<file path="src/rtl/simon_ti3_dec_serial.sv">
// simon_ti3_dec_serial: bit-serial 3-share threshold-implementation Simon decryption core.
// Defining SIMON_TI_REMASK_EN adds the rnd port and refreshes the new share bits every RUN cycle.
module simon_ti3_dec_serial #(
  parameter int N = 32,
  parameter int ROUNDS = 42
) (
  input  logic clk,
  input  logic reset,
  input  logic in_valid,
  output logic in_ready,
  input  logic [2*N-1:0] ct_a,
  input  logic [2*N-1:0] ct_b,
  input  logic [2*N-1:0] ct_c,
  output logic key_req,
  input  logic key_a,
  input  logic key_b,
  input  logic key_c,
`ifdef SIMON_TI_REMASK_EN
  input  logic [1:0] rnd,
`endif
  output logic out_valid,
  input  logic out_ready,
  output logic [2*N-1:0] pt_a,
  output logic [2*N-1:0] pt_b,
  output logic [2*N-1:0] pt_c
);
  localparam int BW = $clog2(N);
  localparam int RW = $clog2(ROUNDS + 1);
  typedef enum logic [1:0] {IDLE, RUN, DONE} state_t;
  state_t state, state_n;
  logic [N-1:0] l [3], r [3], rot1 [3], rot2 [3], rot8 [3], shf [3];
  logic [2*N-1:0] ct [3];
  logic [2:0] key, fbit, msk;
  logic [BW-1:0] bcnt;
  logic [RW-1:0] rcnt;
  logic last_bit, last_round;
  assign ct = '{ct_a, ct_b, ct_c};
  assign key = {key_c, key_b, key_a};
`ifdef SIMON_TI_REMASK_EN
  assign msk = {rnd[0] ^ rnd[1], rnd[1], rnd[0]};
`else
  assign msk = '0;
`endif
  assign last_bit = bcnt == BW'(N - 1);
  assign last_round = rcnt == RW'(ROUNDS - 1);
  assign in_ready = state == IDLE;
  assign key_req = state == RUN;
  assign out_valid = state == DONE;
  assign pt_a = {l[0], r[0]};
  assign pt_b = {l[1], r[1]};
  assign pt_c = {l[2], r[2]};
  // share s pairs with share s+1 (a,b), (b,c), (c,a) so no f_s sees all three shares
  always_comb begin
    for (int s = 0; s < 3; s++) begin
      rot1[s] = {r[s][N-2:0], r[s][N-1]};
      rot2[s] = {r[s][N-3:0], r[s][N-1:N-2]};
      rot8[s] = {r[s][N-9:0], r[s][N-1:N-8]};
    end
    for (int s = 0; s < 3; s++) begin
      fbit[s] = rot2[s][bcnt] ^ (rot1[s][bcnt] & rot8[s][bcnt])
              ^ (rot1[s][bcnt] & rot8[(s + 1) % 3][bcnt]) ^ (rot1[(s + 1) % 3][bcnt] & rot8[s][bcnt]);
      shf[s] = {l[s][0] ^ key[s] ^ fbit[s] ^ msk[s], l[s][N-1:1]};
    end
  end
  always_comb begin
    state_n = state == IDLE ? (in_valid ? RUN : IDLE)
            : state == RUN ? (last_bit && last_round ? DONE : RUN)
            : (out_ready ? IDLE : DONE);
  end
  always_ff @(posedge clk) begin
    if (reset) begin
      state <= IDLE;
      bcnt <= '0;
      rcnt <= '0;
      for (int s = 0; s < 3; s++) begin
        l[s] <= '0;
        r[s] <= '0;
      end
    end else begin
      state <= state_n;
      bcnt <= state == RUN && !last_bit ? bcnt + BW'(1) : '0;
      rcnt <= state == RUN ? rcnt + RW'(last_bit) : '0;
      for (int s = 0; s < 3; s++) begin
        if (state == IDLE && in_valid) begin
          l[s] <= ct[s][2*N-1:N];
          r[s] <= ct[s][N-1:0];
        end else if (state == RUN) begin
          l[s] <= last_bit ? r[s] : shf[s];
          if (last_bit) r[s] <= shf[s];
        end
      end
    end
  end
endmodule

</file>
<file path="config.mk">
export PLATFORM = sky130hd
export DESIGN_NAME = simon_ti3_dec_serial
export DESIGN_NICKNAME = d
export VERILOG_FILES = /design/src/rtl/simon_ti3_dec_serial.sv
export SDC_FILE = /design/constraint.sdc
export NUM_CORES = 1
export LEC_CHECK = 0
export CAP_MARGIN = 20
export CORE_AREA = 4 4 227 140
export CTS_BUF_LIST = sky130_fd_sc_hd__clkbuf_4 sky130_fd_sc_hd__clkbuf_8 sky130_fd_sc_hd__clkbuf_16
export DETAILED_ROUTE_END_ITERATION = 7
export DIE_AREA = 0 0 231 144
export PLACE_DENSITY = 0.71
export SLEW_MARGIN = 5
export SYNTH_ARGS = -nofsm -noshare
export SYNTH_HDL_FRONTEND = slang
export SYNTH_SLANG_ARGS = --single-unit
</file>
<file path="constraint.sdc">
create_clock -name clk -period 6.2 [get_ports clk]
set_input_delay 1.24 -clock clk [delete_from_list [all_inputs] [get_ports clk]]
set_output_delay 1.24 -clock clk [all_outputs]
set_load 0.1 [all_outputs]
</file>
==> results of run 1 <==
-- registers in the layout, indices dropped and copies added, names as in the netlist --
name and cells:
l 96, state 2, rcnt 6, r 96, bcnt 5
-- logic make-up after synthesis --
logic type	after synthesis	share of synthesized area [%]
and+or+nand+nor	184	7.10
AOI/OAI and AO/OA	246	14.4
adders and majority gates	4	0.425
buffers and inverters	83	3.48
DFF	205	51.1
muxes	184	22.4
xor gates and xnor gates	14	1.04
-- power breakdown --
group | internal [mW] | switching (mW)
Sequential | 1.67 | 0.176
Combinational | 0.483 | 1.20
Clock | 0.855 | 0.579
-- layout make-up --
| type | count | area, um^2 | area share [%] |
|---|---|---|---|
| Clock buffer | 29 | 603 | 3.59 |
| Clock inverter | 11 | 165 | 0.984 |
| Inverter | 3 | 11.3 | 0.0671 |
| Multi-Input combinational cell | 632 | 5410 | 32.2 |
| Sequential cell | 205 | 6030 | 35.9 |
| Tap cell | 408 | 510 | 3.04 |
| Timing Repair Buffer | 406 | 4060 | 24.2 |
-- metrics by stage --
| stage | hold WS (ns) | setup WS (ns) | cells | area (um^2) | utilization, % |
|---|---|---|---|---|---|
| after detailed placement | 0.506 | 2.11 | 1654 | 16000 | 54.0 |
| after global routing | 0.573 | 1.89 | 1694 | 16800 | 56.6 |
| after global placement | 0.494 | 2.21 | 1654 | 16000 | 54.0 |
| after CTS | 0.519 | 2.17 | 1694 | 16800 | 56.6 |
| final | 0.513 | 2.21 | 1694 | 16800 | 56.6 |
| after floorplan | 0.472 | 1.44 | 920 | 11800 | - |
-- worst paths after layout --
check,start,end,slack [ns],cells past startpoint
setup / recovery,bcnt[0],l[0][31],2.21,10
hold / removal,rcnt[5],rcnt[5],0.51,2
setup reg to reg,bcnt[0],l[0][31],2.21,10
hold reg to reg,rcnt[5],rcnt[5],0.51,2
-- worst reg2reg max path, stage by stage (launching register included) --
cell and delay, ns:
dfxtp_4 0.68, buf_4 0.77, mux4_1 0.68, mux2_2 0.29, a21oi_1 0.14, a2bb2oi_1 0.18, or3_1 0.38, a21oi_1 0.15
or3_1 0.15, nand3_1 0.08, a32o_1 0.26
-- layer usage --
layer  track usage [%]  up-vias
met5                 0        -
met4              4.08        2
met3              6.42       50
met2              38.2      491
met1              35.0     4921
li1                  -     4351
-- cell usage in the layout (no fill, tap or decap), types with 6 or more instances in the layout --
cell / count
mux4_2: 48
mux2i_1: 118
a21oi_1: 12
nor2_1: 15
nor3_1: 6
xnor2_1: 8
nand2_1: 111
nand3_1: 8
and3_1: 7
clkdlybuf4s50_1: 393
mux4_1: 12
dfxtp_1: 10
clkbuf_4: 7
buf_4: 11
o21ai_0: 99
edfxtp_1: 192
xor2_1: 6
a22o_1: 96
clkbuf_16: 22
nor2b_1: 15
==> impl_metrics.toml, run 1 <==
[route]
routed_wl_mm = 42.4
met3_length_mm = 3.87
antenna_violating_nets_post_route = 0
via_per_inst = 5.79
top_layer_used = "met5"
initialDrtViolationCount = 850
wl_met1_mm = 18.5
wl_met2_mm = 19.3
wl_per_cell_um = 25.0
vias = 9815
dr.pass1.iters = 5
route.detailed.drc = 0

[clock_tree]
root_buffer = "clkbuf_16"
cts_resized = 0
postCtsSetupRepairBufs = 0
cts.hold.buffers_added = 0
cts_sinks = 205
path_clk_slew_ns = 0.06
cts_tree = "done"
cts_buffer_depth = 3
clock_latency_ns = 0.54
htree_num_levels = 1
cts_buffers = 22

[final_layout]
antennaDiodeCount = 0
layout.nets = 1473
syn2layout_area_growth_pct = 42.4
num-fill-cells = 2540
drive_gt1_share_pct = 9.10

[global_route]
grt.overflow.total = 0
grt_util_all_layers_pct = 24.3
grt_pass1_wl_mm = 62.8
antenna_found_initial = 1
grt_pass1_vias = 9959
grt_max_degree = 101

[critical_path]
cp-start-kind = "register"
worstPathRequired_ns = 6.49
cp_max_fo = 56
worstPathCellList = "buf_4 -> mux4_1 -> mux2_2 -> a21oi_1 -> a2bb2oi_1 -> or3_1 -> a21oi_1 -> or3_1 -> nand3_1 -> a32o_1"
path_class = "register to register"
path_delay_family = "multiplexers"
cpPeakStageDelay_ns = 0.75
cp.arrival_ns = 4.28
end_kind = "register"
path_buf_inv = 1
crit_path_top_delay_cell = "buf_4"

[synthesis]
synth_ff_type = "edfxtp_1"
synth_cell_types = 54
yosysSeqAreaShare_pct = 51.1
ys_seq_elements = 205
netlist_top_cells_count = "192 x edfxtp_1, 118 x mux2i_1, 111 x nand2_1"
synth_area_um2 = 11800
syn_area_per_cell_um2 = 12.8
syn_inst = 920
ys_top_cells_by_area = "edfxtp_1 49%, mux2i_1 10%, mux4_2 9.2%"
synth_edf_count = 192
synth_top_area_share_pct = 48.9
yosysTopAreaCell = "edfxtp_1"
syn_nets = 1123
synth.most_common_cell = "edfxtp_1"
synth.yosys.warnings = 0
synthArstFlopShare_pct = 0

[power]
power.total_mw = 4.96
ir_drop_v = 0.000175
p_per_area_nw_per_um2 = 296
p_leak_nw = 5.69

[placed_design]
gp_congestion = 0.847
hpwl_mm = 30.6
numPortBuffers = 393

[timing]
fin_tns_setup_ns = 0
skew_ns = 0.0209
worst_pin_slew_ns = 1.18
drv_slew = 0
setup_viol = 0
slew_headroom_pct = 21.2
fin_crit_ns = 3.99
final_hold_viol_count = 0
rsz0062_at_grt = "false"
period_share_pct = 64.3
fmax_mhz = 251

[outcome]
outcome = "finished, final reports clean"

[die]
rows = 49
die_x_um = 231
start_util_pct = 39.7
ios = 394
die-area_um2 = 33300
die_y_um = 144
coreArea_um2 = 29700

[job]
cap_violations = 0

[min_path]
hold_class = "register to register"
No activity file was read; power rests on OpenSTA's default activity.
==> inputs of run 2 (changes only) <==
- clock period: 6.2 -> 3.8 ns (I/O delays scaled with it)
==> impl_metrics.toml, run 2 (synthesized netlist as in run 1, its figures left out) <==
[critical_path]
r2r-end = "l[0][31]"
rr_startpoint = "bcnt[0]"
cp.arrival_ns = 3.70
path_class = "register to register"
worstPathRequired_ns = 4.09
cp-start-kind = "register"
worstRegToRegCells = 10
cp_max_fo = 41
end_kind = "register"
r2r_setup_slack_ns = 0.39

[clock_tree]
postCtsSetupRepairBufs = 0
cts_buffers = 22
cts.hold.buffers_added = 0
root_buffer = "clkbuf_16"
htree_num_levels = 1
cts_sinks = 205
cts_tree = "done"
path_clk_slew_ns = 0.07
cts_resized = 0
cts_buffer_depth = 3
clock_latency_ns = 0.53

[route]
routed_wl_mm = 42.3
vias = 9861
initialDrtViolationCount = 873
via_per_inst = 5.78
wl_per_cell_um = 24.8
dr.pass1.iters = 5
antenna_violating_nets_post_route = 0
route.detailed.drc = 0

[die]
die_x_um = 231
coreArea_um2 = 29700
rows = 49
ios = 394
die_y_um = 144
start_util_pct = 39.7
die-area_um2 = 33300

[timing]
fmax_mhz = 293
rsz0062_at_grt = "false"
drv_slew = 0
setup_viol = 0
slew_headroom_pct = 28.9
final_hold_viol_count = 0
worst_pin_slew_ns = 1.07
fin_crit_ns = 3.41
skew_ns = 0.00801
fin_tns_setup_ns = 0
period_share_pct = 89.7
hold-worst-slack_ns = 0.527

[global_route]
grt_pass1_wl_mm = 63.0
grt_max_degree = 103
grt_util_all_layers_pct = 24.5
antenna_found_initial = 0
grt_pass1_vias = 9947
grt.overflow.total = 0

[power]
p_leak_nw = 5.72
p_per_area_nw_per_um2 = 467
ir_drop_v = 0.000317
power.total_mw = 7.84

[final_layout]
reg.largest.list = "l (96), r (96), rcnt (6)"
layout_common_cells = "383 x clkdlybuf4s50_1, 192 x edfxtp_1, 118 x mux2i_1"
num-fill-cells = 2515
syn2layout_area_growth_pct = 42.3
antennaDiodeCount = 0
layout.nets = 1485
drive_gt1_share_pct = 10.7
final_common_cell = "clkdlybuf4s50_1"

[job]
cap_violations = 0

[outcome]
outcome = "finished, final reports clean"

[min_path]
min_to = "rcnt[5]"
hold_class = "register to register"
hold_path_startpoint = "rcnt[5]"
hold_depth = 2

[placed_design]
hpwl_mm = 30.5
numPortBuffers = 393
gp_congestion = 0.876
[run 2: changes by cell type in the layout (fill, tap and decap cells not counted)]
cell / delta
clkbuf_4: -2
bufinv_16: -4
nor2b_1: -1
clkinv_2: +1
buf_4: +22
clkdlybuf4s50_1: -10
clkbuf_8: +2
clkinvlp_4: +2
nor2b_2: +1
[run 2: layout make-up]
cell class	instances	area, um^2	share of cell area [%]
clock buffers	29	616	3.67
repair buffers	418	4120	24.6
well taps	408	510	3.05
clock inverters	10	65.1	0.388
inverters	3	11.3	0.0672
multi-input cells	632	5410	32.3
flip-flops and latches	205	6030	36.0
[run 2: worst max-delay path by stage]
stage / from / end / slack (ns) / cells past startpoint
4_1_cts: bcnt[0] / l[1][31] / 0.39 / 10
3_5_place_dp: bcnt[0] / l[1][31] / 0.41 / 10
5_1_grt: bcnt[0] / l[1][31] / 0.15 / 10
2_1_floorplan: state[0] / r[0][0] / 0.35 / 6
6_report: bcnt[0] / l[0][31] / 0.39 / 10
3_3_place_gp: bcnt[0] / l[1][31] / 0.49 / 10
[run 2: stage by stage]
stage                     util [%]  instances  cell area [um^2]  setup WS [ns]
after floorplan                  -        920             11800          0.350
after global placement        54.2       1666             16100          0.490
after detailed placement      54.2       1666             16100          0.406
after CTS                     56.5       1705             16800          0.385
after global routing          56.5       1705             16800          0.147
final                         56.5       1705             16800          0.390
[run 2: critical path, cell delays in order (launching register included)]
cell       delay, ns
dfxtp_4         0.76
buf_4           0.32
mux4_2          0.51
mux2i_1         0.15
o21ai_0         0.09
a2bb2oi_1       0.22
or3_1           0.39
a21oi_1         0.20
or3_1           0.17
nand3_1         0.08
a32o_1          0.26
[run 2: where the power goes]
| part | total, mW | leakage (nW) | internal [mW] | switching [mW] |
|---|---|---|---|---|
| logic | 2.74 | 3.16 | 0.790 | 1.95 |
| clock network | 2.08 | 0.332 | 1.15 | 0.938 |
| registers | 3.01 | 2.23 | 2.73 | 0.287 |
[run 2: routing by layer]
layer  track usage, %  vias up  wire [um]
li1                 -     4373          -
met1             35.6     4951      18400
met2             37.8      492      19000
met3             6.59       45       4300
met4             3.83        0        585
met5                0        -          0
